## config.mk

```make
export PLATFORM = sky130hd
export DESIGN_NAME = bias_spi_responder
export DESIGN_NICKNAME = d
export VERILOG_FILES = /design/src/rtl/bias_spi_responder.sv
export SDC_FILE = /design/constraint.sdc
export NUM_CORES = 1
export LEC_CHECK = 0
export BUFFER_PORTS_ARGS = -buffer_cell sky130_fd_sc_hd__buf_4
export CAP_MARGIN = 10
export CELL_PAD_IN_SITES_DETAIL_PLACEMENT = 0
export CELL_PAD_IN_SITES_GLOBAL_PLACEMENT = 2
export CORE_AREA = 2 2 65 67
export CTS_BUF_LIST = sky130_fd_sc_hd__clkbuf_8
export CTS_CLUSTER_SIZE = 28
export DETAILED_ROUTE_END_ITERATION = 16
export DIE_AREA = 0 0 67 69
export PLACE_DENSITY = 0.81
export SYNTH_ARGS = -nofsm -noshare
export SYNTH_HDL_FRONTEND = slang
export SYNTH_SLANG_ARGS = --single-unit
```

## constraint.sdc

```tcl
create_clock -name clk -period 1.7 [get_ports clk]
set_input_delay 0.255 -clock clk [delete_from_list [all_inputs] [get_ports clk]]
set_output_delay 0.255 -clock clk [all_outputs]
set_load 0.05 [all_outputs]
```

## src/rtl/bias_spi_responder.sv

```systemverilog
// Bias-control SPI responder: control bytes shift in while cs is low and are latched on the cs
// rising edge; switch status is loaded on an sck rise with cs high and shifted back out on sdo.
module bias_spi_responder #(
    parameter int MIN_BITS = 8
) (
    input  logic       clk,
    input  logic       rst_n,
    input  logic       sck,
    input  logic       sdi,
    input  logic       cs,
    input  logic [5:0] status_in,
    output logic       sdo,
    output logic [7:0] ctl_out,
    output logic       ctl_strobe,
    output logic       frame_err,
    output logic       o_dbg_phase,
    output logic [3:0] o_dbg_bit_cnt
);

    // Phase follows the synchronized cs level; this register is the second cs sync stage.
    typedef enum logic {
        PH_SHIFT = 1'b0,
        PH_LATCH = 1'b1
    } phase_t;

    logic       r_sck_s1;
    logic       r_sck_s2;
    logic       r_sck_h;
    logic       r_sdi_s1;
    logic       r_sdi_s2;
    logic       r_cs_s1;
    phase_t     r_phase;
    logic       r_cs_h;
    logic [7:0] r_rx_sr;
    logic [7:0] r_tx_sr;
    logic [3:0] r_bit_cnt;
    logic [7:0] r_ctl_out;
    logic       r_ctl_strobe;
    logic       r_frame_err;

    logic       w_sck_rise;
    logic       w_cs_rise;
    logic       w_frame_ok;

    assign w_sck_rise = r_sck_s2 & ~r_sck_h;
    assign w_cs_rise  = (r_phase == PH_LATCH) & ~r_cs_h;
    assign w_frame_ok = int'(r_bit_cnt) >= MIN_BITS;

    always_ff @(posedge clk or negedge rst_n) begin
        if (!rst_n) begin
            r_sck_s1     <= 1'b0;
            r_sck_s2     <= 1'b0;
            r_sck_h      <= 1'b0;
            r_sdi_s1     <= 1'b0;
            r_sdi_s2     <= 1'b0;
            r_cs_s1      <= 1'b0;
            r_phase      <= PH_SHIFT;
            r_cs_h       <= 1'b0;
            r_rx_sr      <= 8'h00;
            r_tx_sr      <= 8'h00;
            r_bit_cnt    <= 4'd0;
            r_ctl_out    <= 8'h00;
            r_ctl_strobe <= 1'b0;
            r_frame_err  <= 1'b0;
        end else begin
            r_sck_s1     <= sck;
            r_sck_s2     <= r_sck_s1;
            r_sck_h      <= r_sck_s2;
            r_sdi_s1     <= sdi;
            r_sdi_s2     <= r_sdi_s1;
            r_cs_s1      <= cs;
            r_phase      <= r_cs_s1 ? PH_LATCH : PH_SHIFT;
            r_cs_h       <= (r_phase == PH_LATCH);
            r_ctl_strobe <= 1'b0;
            r_frame_err  <= 1'b0;

            // The sck action looks at the cs level seen at detection, so a coincident
            // cs rise turns this sck rise into a status load.
            if (w_sck_rise) begin
                if (r_phase == PH_SHIFT) begin
                    r_rx_sr <= {r_rx_sr[6:0], r_sdi_s2};
                    r_tx_sr <= {r_tx_sr[6:0], 1'b0};
                    if (r_bit_cnt != 4'd15) begin
                        r_bit_cnt <= r_bit_cnt + 4'd1;
                    end
                end else begin
                    r_tx_sr <= {status_in, 2'b00};
                end
            end

            // A cs rise means phase is LATCH, so it never overlaps the shift branch above.
            if (w_cs_rise) begin
                r_bit_cnt <= 4'd0;
                if (w_frame_ok) begin
                    r_ctl_out    <= r_rx_sr;
                    r_ctl_strobe <= 1'b1;
                end else begin
                    r_frame_err  <= 1'b1;
                end
            end
        end
    end

    assign sdo           = r_tx_sr[7];
    assign ctl_out       = r_ctl_out;
    assign ctl_strobe    = r_ctl_strobe;
    assign frame_err     = r_frame_err;
    assign o_dbg_phase   = r_phase;
    assign o_dbg_bit_cnt = r_bit_cnt;

endmodule

```

After elaboration in Yosys (flattened, before gate mapping)
Cells that the tools add are included.

storage, ports and cells
  flip-flop bits (word level) = 38
  bits of input ports = 11
  output and inout port bits = 16
  logic and storage cells = 38

cells by class
  $add $sub $neg = 1
  magnitude comparators = 1
  equal/unequal tests = 2
  multiplexer cells = 10
  bitwise logic cells = 5
  reductions and logical operators = 5

operators by type and width
  cell                                                                      number
  4-bit two-way mux                                                         4
  8-bit two-way mux                                                         1
  1-bit two-way mux                                                         5
  4-bit by 1-bit adder with 4-bit output (second input constant)            1
  4-bit >= comparator (second input constant)                               1
  4-bit inequality test (second input constant)                             1
  2-bit AND reduction                                                       2
  2-bit nonzero test                                                        2
  1-bit inverter                                                            3
  3-bit AND reduction                                                       1
  1-bit bitwise AND                                                         2
  2-bit by 1-bit inequality test with 1-bit output (second input constant)  1

Longest topological paths before layout
Gate-level depths: netlist of the first run.

  depth in word-level cells = 5
  depth in mapped cells = 5
  gate-level depth less buffers = 4

Worst setup path after synthesis of the first run
Ideal clock, no wire load.

  path kind = reg2reg
  from = reg r_phase (netlist: o_dbg_phase)
  to = reg r_bit_cnt[1] (netlist: o_dbg_bit_cnt[1])
  data arrival time = 1.605 ns
  required time = 1.576 ns
  setup slack = -0.029 ns
  cell stages (with the launch flop) = 6
  clock period less this slack = 1.729 ns
  cells stage by stage = dfrtp_1 > buf_6 > or3b_4 > clkbuf_1 > o21ai_0 > a21oi_1

on the way
  longest elaborated chain between the ends = 3
  elaborated cells on any way between the ends = 6

ends and longest elaborated chain
  element                                                                                           line  source
  start, declared                                                                                   32    phase_t r_phase;
  start signal, assigned                                                                            72    r_phase <= r_cs_s1 ? PH_LATCH : PH_SHIFT;
  1-bit bitwise AND                                                                                 46    assign w_cs_rise = (r_phase == PH_LATCH) & ~r_cs_h;
  2-bit by 1-bit inequality test with 1-bit output (no line) or 2-bit nonzero test (tied branches)  n/a
  3-bit AND reduction (no line)                                                                     n/a
  end signal, assigned                                                                              84    r_bit_cnt <= r_bit_cnt + 4'd1;
  end, declared                                                                                     36    logic [3:0] r_bit_cnt;

Several ways; a longest one is shown, not always the timed one.
A chain may end at the register's enable or synchronous reset.

Worst setup path after layout of the first run
  from = reg r_phase (netlist: o_dbg_phase)
  to = reg r_ctl_out[5] (netlist: ctl_out[5])

on the way
  longest elaborated chain between the ends = 2

ends and longest elaborated chain
  element                        line  source
  1-bit bitwise AND              46
  2-bit AND reduction (no line)  n/a
  end signal, assigned           95    r_ctl_out <= r_rx_sr;
  end, declared                  37    logic [7:0] r_ctl_out;

Every way passes these cells.

==> flow_metrics.tcl, run 1 <==
set metrics [dict create \
    status "completed" \
    final_nets 162 \
    yosysTopAreaCellShare_pct 65.4 \
    cts-root-buf "clkbuf_8" \
    drtAntennaViolNets 0 \
    cp_data_required_time_ns 1.87 \
    syn_to_final_growth_pct 26.0 \
    critPathArrivalTime_ns 1.65 \
    gr-usage-all-layers_pct 11.7 \
    grt-ovfl-total 0 \
    ys_seq_area_share_pct 65.4 \
    path_max_fanout 9 \
    drive_gt1_share_pct 30.0 \
    fin_cells 200 \
    critical_path.cell_chain "and2b_1 > nand2_1 > mux2_2" \
    r2r_end "ctl_out[5]$_DFFE_PN0P_" \
    clock_insertion_delay_worst_skew_ns 0.28 \
    drt-initial-drc-count 29 \
    vdd_drop_max_mv 0.591 \
    synthCells 116 \
    hold_class "in2reg" \
    hold_ws_ns 0.0813 \
    min_period_over_period_pct 87.2 \
    power_leakage_uw 0.000914 \
    synth.distinct_cells 22 \
    yosys-top-cells-area "dfrtp_1, nand2_1, mux2_2" \
    fp-row-count 23 \
    yosys_warnings 0 \
    r2r-start "o_dbg_phase$_DFF_PN0_" \
    period_minus_slack_ns 1.48 \
    dieHeight_microns 69 \
    crit_path_max_incr_delay_ns 0.43 \
    fin_ws_ns 0.218 \
    grt_pass1_vias 928 \
    numCtsBuffers 5 \
    tns_ns 0 \
    min_from "sck" \
    whs_path_depth 1 \
    syn_avg_cell_area_sq_um 11.9 \
    worst_slew_pin_slew_ns 0.486 \
    synth-seq-cells 36 \
    portBuffers 26 \
    htreeDepth 2 \
    end_kind "register" \
    initial_utilization_pct 35.2 \
    io_pins 27 \
    synth_top_area_cell "dfrtp_1" \
    syn_nets 129 \
    drc 0 \
    grt_pass1_wl_microns 4040 \
    cts_setup_buffers 0 \
    fmax_mhz 675 \
    fin_skew_ns 0.00570 \
    clock_tree.buffer_depth 2 \
    gp_congestion 0.812 \
    r2r_cells 3 \
    slew_headroom_pct 67.5 \
    min_to "r_sck_s1$_DFF_PN0_" \
    final_util_pct 44.3 \
    clkTransAtPathRegs_ns 0.07 \
    critPathKind "reg2reg" \
    hpwl_microns 1640 \
    wl_microns 2330 \
    setup_viol_count_final 0 \
    grt_max_degree 37 \
    antenna_found_initial 0 \
    drv_slew 0 \
    cap_viol_max_count 0 \
    die_w_microns 67 \
    cts_resized 0 \
    r2r_slack_ns 0.22 \
    die_area_sq_um 4620 \
    place_ws_ns 0.220 \
    fillers 403 \
    rsz0062_at_grt "no" \
    core_area_sq_um 3910 \
    cts.sinks 36 \
    viasPerCell 4.50 \
    power_density_nw_per_um2 1020 \
    synthesis.area_sq_um 1380 \
    firstDrtPassIters 4 \
    cts_tree "done" \
    placedCellCount 191 \
    n_antenna_cell 0 \
    setup.worst_path.start_class "register" \
    crit_slowest_cell "dfrtp_2" \
    hold_violations 0 \
    post_drt_wl_per_cell_microns 11.6 \
    num_vias 900 \
]
[through the flow]
stage                     cell area [sq um]  total power (uW)
after floorplan                        1380              1110
after global placement                 1640              1190
after detailed placement               1640              1190
after CTS                              1740              1790
after global routing                   1740              1850
final                                  1740              1760
[cell type report]
cell class	instances	area [sq um]	share of cell area, %
Inverter	3	11.3	0.649
Clock buffer	6	82.6	4.76
Multi-Input combinational cell	73	442	25.5
Timing Repair Buffer	30	228	13.1
Clock inverter	2	7.51	0.433
Sequential cell	36	902	52.0
Tap cell	50	62.6	3.60
[how the worst max path moves through the flow]
stage / startpoint / endpoint / slack, ns / cells past startpoint
6_report: o_dbg_phase$_DFF_PN0_ / ctl_out[5]$_DFFE_PN0P_ / 0.22 / 3
2_1_floorplan: o_dbg_phase$_DFF_PN0_ / o_dbg_bit_cnt[1]$_DFFE_PN0P_ / 0.07 / 5
3_3_place_gp: o_dbg_phase$_DFF_PN0_ / ctl_out[1]$_DFFE_PN0P_ / 0.26 / 3
4_1_cts: o_dbg_phase$_DFF_PN0_ / o_dbg_bit_cnt[0]$_DFFE_PN0P_ / 0.21 / 3
3_5_place_dp: o_dbg_phase$_DFF_PN0_ / ctl_out[5]$_DFFE_PN0P_ / 0.22 / 3
5_1_grt: o_dbg_phase$_DFF_PN0_ / ctl_out[0]$_DFFE_PN0P_ / 0.14 / 3
[worst max-delay path: cells and delay by family (launching register included)]
kind,cells,cell delay (ns)
DFF,1,0.43
muxes,1,0.39
and+or+nand+nor,2,0.55
[cells by family (layout without fill, tap and decap cells)]
| group | after synthesis | after routing | share of synthesized area (%) |
|---|---|---|---|
| and+or+nand+nor | 46 | 46 | 15.4 |
| DFF | 36 | 36 | 65.4 |
| muxes | 14 | 14 | 10.9 |
| AOI/OAI and AO/OA | 11 | 11 | 4.00 |
| buffers and inverters | 7 | 41 | 2.54 |
| adders and majority gates | 2 | 2 | 1.82 |
[cell usage after synthesis (all sizes together)]
cell type / count
mux2i: 6
and3: 1
dfrtp: 36
ha: 2
or3b: 1
nor2: 1
inv: 3
nor3b: 1
a21oi: 3
nand3: 1
mux2: 8
and2b: 1
nand2b: 2
nand2: 33
clkbuf: 2
nor3: 2
o21ai: 8
buf: 2
nand3b: 1
and4b: 1
or3: 1
[per-layer routing]
metal  global-route usage (%)  vias to the layer above  wire length, microns  part of all wire [%]
met5                        0                        -                     0                     0
met4                     7.94                        0                    56                   2.4
met3                     3.59                        6                   107                   4.6
met2                     17.3                       17                  1150                    49
met1                     14.3                      434                  1010                    44
li1                         -                      443                     -                     -
[placed cells by master (no fill, tap or decap), drive strengths merged]
master	n
and2b	1
and3	1
or3b	1
ha	2
nand2b	2
nor2	1
or3	1
nor3	2
mux2	8
a21oi	3
nand2	33
inv	5
dfrtp	36
mux2i	6
clkbuf	6
nand3	1
nor3b	1
nand3b	1
o21ai	8
dlygate4sd3	1
buf	29
and4b	1
[power breakdown]
part	switching, uW	internal [uW]	total, uW
combinational	112	74.6	186
clock	273	318	591
sequential	51.7	935	987
total	436	1330	1760
[repair_timing]
item                                   CTS  global route
setup endpoints to repair                0             0
endpoints found under the hold margin   36             0
hold buffers                             1             0
[state kept, by name, summed over array words and instances, names as in the netlist, 4 cells and up]
name and flops:
r_rx_sr 8, r_tx_sr 6, o_dbg_bit_cnt 4, ctl_out 8
Note: power is estimated with default switching activity, not from simulation.
==> run 2, diff against run 1 <==
==> config.mk (replaced) <==
export PLATFORM = sky130hd
export DESIGN_NAME = bias_spi_responder
export DESIGN_NICKNAME = d
export VERILOG_FILES = /design/src/rtl/bias_spi_responder.sv
export SDC_FILE = /design/constraint.sdc
export NUM_CORES = 1
export LEC_CHECK = 0
export ABC_AREA = 1
export BUFFER_PORTS_ARGS = -buffer_cell sky130_fd_sc_hd__buf_4
export CAP_MARGIN = 10
export CELL_PAD_IN_SITES_DETAIL_PLACEMENT = 0
export CELL_PAD_IN_SITES_GLOBAL_PLACEMENT = 2
export CORE_AREA = 2 2 67 69
export CTS_BUF_LIST = sky130_fd_sc_hd__clkbuf_8
export CTS_CLUSTER_SIZE = 28
export DETAILED_ROUTE_END_ITERATION = 16
export DIE_AREA = 0 0 69 71
export PLACE_DENSITY = 0.82
export SYNTH_ARGS = -nofsm -noshare
export SYNTH_HDL_FRONTEND = slang
export SYNTH_SLANG_ARGS = --single-unit
==> flow_metrics.tcl, run 2 <==
set metrics [dict create \
    cts_tree "done" \
    vdd_drop_max_mv 0.488 \
    power_leakage_uw 0.000893 \
    ys_seq_area_share_pct 61.6 \
    synth_top_area_cell "dfrtp_1" \
    fp-row-count 24 \
    status "completed" \
    ys.flop_type "dfrtp_1" \
    rsz0062_at_grt "no" \
    die_w_microns 69 \
    synthTopCellsByCount "dfrtp_1, nand2_1, inv_1" \
    fmax_mhz 768 \
    grt_pass1_wl_microns 4930 \
    power_density_nw_per_um2 993 \
    min_to "r_cs_s1$_DFF_PN0_" \
    r2r_end "o_dbg_bit_cnt[3]$_DFFE_PN0P_" \
    crit_buf_inv 1 \
    grt_max_degree 37 \
    critPathArrivalTime_ns 1.05 \
    ys_async_sr_fraction_pct 100 \
    final_nets 183 \
    syn_nets 152 \
    synth.distinct_cells 19 \
    drt-initial-drc-count 36 \
    yosys.cell_count.top_type "dfrtp_1" \
    tns_ns 0 \
    critical_path.cell_chain "buf_4" \
    dieHeight_microns 71 \
    crit_cells 1 \
    path_max_fanout 7 \
    syn_avg_cell_area_sq_um 10.5 \
    viasPerCell 4.57 \
    cp_data_required_time_ns 1.44 \
    placedCellCount 214 \
    n_antenna_cell 0 \
    drive_gt1_share_pct 30.0 \
    syn_to_final_growth_pct 21.5 \
    grt-ovfl-total 0 \
    wl_microns 2810 \
    gp_congestion 0.770 \
    whs_path_depth 1 \
    die_area_sq_um 4900 \
    min_from "cs" \
    power_uw 1760 \
    clkTransAtPathRegs_ns 0.07 \
    setup_viol_count_final 0 \
    cpLargestDelayFamily "flip-flops" \
    critPathKind "reg2out" \
    fin_cells 222 \
    setup.worst_path.start_class "register" \
    synthCells 139 \
    num_vias 1014 \
    fin_skew_ns 0.00584 \
    antenna_found_initial 0 \
    hold_class "in2reg" \
    hold_ws_ns 0.0733 \
    clock_tree.buffer_depth 2 \
    firstDrtPassIters 4 \
    r2r_cells 6 \
    crit_slowest_cell "dfrtp_1" \
    r2r_slack_ns 0.40 \
    slew_headroom_pct 69.8 \
    numCtsBuffers 5 \
    end_kind "output pin" \
    period_minus_slack_ns 1.30 \
    final_util_pct 42.3 \
    min_period_over_period_pct 76.5 \
    cap_viol_max_count 0 \
    cts-root-buf "clkbuf_8" \
    yosys_warnings 0 \
    most-common-layout-cells "dfrtp_1, nand2_1, buf_4" \
    hpwl_microns 1970 \
    r2r-start "o_dbg_phase$_DFF_PN0_" \
    htreeDepth 2 \
    initial_utilization_pct 34.8 \
    drv_slew 0 \
    synth-seq-cells 36 \
    portBuffers 26 \
    worst_slew_pin_slew_ns 0.453 \
    drc 0 \
    fillers 430 \
    hold_violations 0 \
    drtAntennaViolNets 0 \
    yosysTopAreaCellShare_pct 61.6 \
    cts.sinks 36 \
    crit_path_max_incr_delay_ns 0.50 \
    core_area_sq_um 4200 \
    synth_edf_count 0 \
    io_pins 27 \
    clock_insertion_delay_worst_skew_ns 0.29 \
    layout_commonest_cell "dfrtp_1" \
    post_drt_wl_per_cell_microns 12.6 \
    yosys-top-cells-area "dfrtp_1, nand2_1, o21ai_0" \
    gr-usage-all-layers_pct 12.8 \
    grt_pass1_vias 1102 \
    synthesis.area_sq_um 1460 \
]
==> run 2: through the flow <==
step | area [sq um] | setup slack [ns]
after floorplan | 1460 | 0.222
after global placement | 1690 | 0.465
after detailed placement | 1690 | 0.409
after CTS | 1780 | 0.380
after global routing | 1780 | 0.238
final | 1780 | 0.399
==> run 2: timing repair <==
| action | 4_1_cts | 5_1_grt |
|---|---|---|
| hold endpoints to repair | 36 | 0 |
| setup buffers | 0 | 0 |
| hold buffers | 1 | 0 |
| gates resized for setup | 0 | 0 |
==> run 2: cell families (layout without fill, tap and decap cells) <==
group | after synthesis | after routing | synth area share (%)
xor+xnor | 1 | 1 | 0.599
buf+inv | 21 | 52 | 6.93
compound gates | 30 | 30 | 11.5
flops | 36 | 36 | 61.6
fa+ha+maj | 2 | 2 | 1.71
simple gates | 49 | 49 | 17.6
==> run 2: worst max path at each step <==
stage                                 start                            to
2_1_floorplan  o_dbg_bit_cnt[1]$_DFFE_PN0P_  o_dbg_bit_cnt[3]$_DFFE_PN0P_
3_3_place_gp          o_dbg_phase$_DFF_PN0_  o_dbg_bit_cnt[3]$_DFFE_PN0P_
3_5_place_dp          o_dbg_phase$_DFF_PN0_  o_dbg_bit_cnt[3]$_DFFE_PN0P_
4_1_cts        o_dbg_bit_cnt[3]$_DFFE_PN0P_              o_dbg_bit_cnt[3]
5_1_grt               o_dbg_phase$_DFF_PN0_  o_dbg_bit_cnt[3]$_DFFE_PN0P_
6_report       o_dbg_bit_cnt[3]$_DFFE_PN0P_              o_dbg_bit_cnt[3]
==> run 2: cell type report <==
| class | instances | area, sq um | share of cell area (%) |
|---|---|---|---|
| inverters | 18 | 67.6 | 3.80 |
| flip-flops and latches | 36 | 901 | 50.7 |
| clock buffers | 5 | 68.8 | 3.87 |
| repair buffers | 27 | 205 | 11.5 |
| multi-input cells | 82 | 460 | 25.9 |
| clock inverters | 2 | 8.76 | 0.493 |
| well taps | 52 | 65.1 | 3.66 |
==> run 2: report_power, final <==
part | total (uW) | internal, uW | switching [uW] | leakage, uW
Sequential | 975 | 933 | 42.3 | 0.000467
Clock | 568 | 273 | 295 | 0.0000452
Combinational | 221 | 72.3 | 149 | 0.000381
==> run 2: metal layers <==
metal / track usage, % / vias to the layer above / share of wire, %
met1: 15.4 / 489 / 44
li1: - / 502 / -
met2: 21.5 / 19 / 50
met4: 5.88 / 0 / 1.6
met5: 0 / - / 0
met3: 3.70 / 4 / 4.2
==> run 3, diff against run 2 <==
--- a/config.mk
+++ b/config.mk
@@ -10,12 +10,12 @@
 export CAP_MARGIN = 10
 export CELL_PAD_IN_SITES_DETAIL_PLACEMENT = 0
 export CELL_PAD_IN_SITES_GLOBAL_PLACEMENT = 2
-export CORE_AREA = 2 2 67 69
+export CORE_AREA = 2 2 71 73
 export CTS_BUF_LIST = sky130_fd_sc_hd__clkbuf_8
 export CTS_CLUSTER_SIZE = 28
 export DETAILED_ROUTE_END_ITERATION = 16
-export DIE_AREA = 0 0 69 71
-export PLACE_DENSITY = 0.82
+export DIE_AREA = 0 0 73 75
+export PLACE_DENSITY = 0.77
 export SYNTH_ARGS = -nofsm -noshare
 export SYNTH_HDL_FRONTEND = slang
 export SYNTH_SLANG_ARGS = --single-unit
==> constraint.sdc (replaced) <==
create_clock -name clk -period 1.16 [get_ports clk]
set_input_delay 0.174 -clock clk [delete_from_list [all_inputs] [get_ports clk]]
set_output_delay 0.174 -clock clk [all_outputs]
set_load 0.05 [all_outputs]
==> flow_metrics.tcl, run 3 (same netlist as run 2, synthesis figures left out) <==
set metrics [dict create \
    status "finished, violations left" \
    violations "setup timing" \
    cp_data_required_time_ns 1.33 \
    drv_slew 0 \
    layout_commonest_cell "buf_4" \
    power_leakage_uw 0.000984 \
    antenna_found_initial 0 \
    wl_microns 2640 \
    power_uw 2870 \
    cap_viol_max_count 0 \
    cts.sinks 36 \
    htreeDepth 2 \
    n_antenna_cell 0 \
    hold_class "in2reg" \
    crit_slowest_cell "dfrtp_2" \
    crit_cells 5 \
    whs_path_depth 3 \
    vdd_drop_max_mv 0.682 \
    num_vias 1045 \
    crit_buf_inv 1 \
    final_area_sq_um 1980 \
    grt_max_degree 37 \
    hpwl_microns 1840 \
    viasPerCell 4.37 \
    fin_skew_ns 0.00636 \
    drt-initial-drc-count 39 \
    hold_violations 0 \
    clock_tree.buffer_depth 2 \
    fin_ws_ns -0.0165 \
    gp_congestion 0.748 \
    cts-root-buf "clkbuf_8" \
    period_minus_slack_ns 1.18 \
    gr-usage-all-layers_pct 10.8 \
    end_kind "register" \
    most-common-layout-cells "buf_4, dfrtp_1, nand2_1" \
    power_density_nw_per_um2 1450 \
    drtAntennaViolNets 0 \
    setup_viol_count_final 1 \
    syn_to_final_growth_pct 35.1 \
    clock_insertion_delay_worst_skew_ns 0.28 \
    critPathArrivalTime_ns 1.35 \
    portBuffers 26 \
    final_util_pct 42.4 \
    numCtsBuffers 5 \
    crit_path_max_incr_delay_ns 0.44 \
    cpLargestDelayFamily "flip-flops" \
    place_ws_ns 0.00578 \
    grt-ovfl-total 0 \
    core_area_sq_um 4660 \
    clkTransAtPathRegs_ns 0.07 \
    final_nets 197 \
    fp-row-count 25 \
    cts_tree "done" \
    worst_slew_pin_slew_ns 0.448 \
    min_period_over_period_pct 101 \
    setup.worst_path.start_class "register" \
    dpl_cell_area_sq_um 1750 \
    r2r_cells 5 \
    critical_path.cell_chain "ha_4 > buf_4 > xor2_1 > nand3_1 > nand2_1" \
    post_drt_wl_per_cell_microns 11.0 \
    path_max_fanout 4 \
    die_area_sq_um 5480 \
    fmax_mhz 850 \
    grt_pass1_wl_microns 4420 \
    initial_utilization_pct 31.4 \
    rsz0062_at_grt "yes" \
    die_w_microns 73 \
    io_pins 27 \
    drive_gt1_share_pct 38.4 \
    dieHeight_microns 75 \
    firstDrtPassIters 4 \
    slew_headroom_pct 70.2 \
    drc 0 \
    critPathKind "reg2reg" \
    grt_pass1_vias 990 \
]
run 3: cell types whose count changed in the layout (fill, tap and decap cells not counted), moves of 3 or more:
cell,delta
buf_4,+8
dfrtp_1,-5
dfrtp_2,+5
dlygate4sd3_1,+3
run 3: area by class of cell:
cell class / instances / area, sq um
clock buffer: 5 / 68.8
inverter: 18 / 67.6
timing repair buffer: 41 / 342
clock inverter: 3 / 42.5
multi-input combinational: 82 / 480
tap: 54 / 67.6
fill: 460 / 2690
sequential: 36 / 907
run 3: repair_timing:
item,in CTS,in global routing
setup endpoints to repair,5,6
hold buffers,4,0
resized for setup,3,2
pin swaps,0,2
setup buffers,3,3
endpoints found under the hold margin,39,0
run 3: power breakdown:
| part | total (uW) | internal [uW] | switching [uW] |
|---|---|---|---|
| registers | 1430 | 1370 | 58.1 |
| clock network | 1080 | 636 | 441 |
| logic | 364 | 141 | 223 |
run 3: worst paths after layout:
| check | endpoint | slack (ns) | startpoint |
|---|---|---|---|
| max | o_dbg_bit_cnt[2]$_DFFE_PN0P_ | -0.02 | o_dbg_bit_cnt[0]$_DFFE_PN0P_ |
| min | r_tx_sr[4]$_DFFE_PN0P_ | 0.12 | status_in[2] |
| max reg2reg | o_dbg_bit_cnt[2]$_DFFE_PN0P_ | -0.02 | o_dbg_bit_cnt[0]$_DFFE_PN0P_ |
| min reg2reg | o_dbg_phase$_DFF_PN0_ | 0.35 | r_cs_s1$_DFF_PN0_ |
| max in group asynchronous | o_dbg_bit_cnt[3]$_DFFE_PN0P_ | 0.43 | rst_n |
| min in group asynchronous | r_tx_sr[2]$_DFFE_PN0P_ | 0.38 | rst_n |
run 3: through the flow:
stage                     setup TNS, ns  std cells  hold slack (ns)
after floorplan                   -1.27        139           -0.122
after global placement                0        221            0.152
after detailed placement              0        221            0.162
after CTS                     -0.000700        236            0.113
after global routing             -0.225        239            0.136
final                           -0.0165        239            0.121
run 3: metal layers:
metal	track usage [%]	routed length, microns
met5	0	0
met4	5.56	45
met3	3.88	118
met2	16.3	1200
met1	13.6	1270
run 3: worst register-to-register path, cell delays in order (launching register included):
cell and delay, ns:
dfrtp_2 0.44, ha_4 0.19, buf_4 0.13, xor2_1 0.16, nand3_1 0.10, nand2_1 0.05
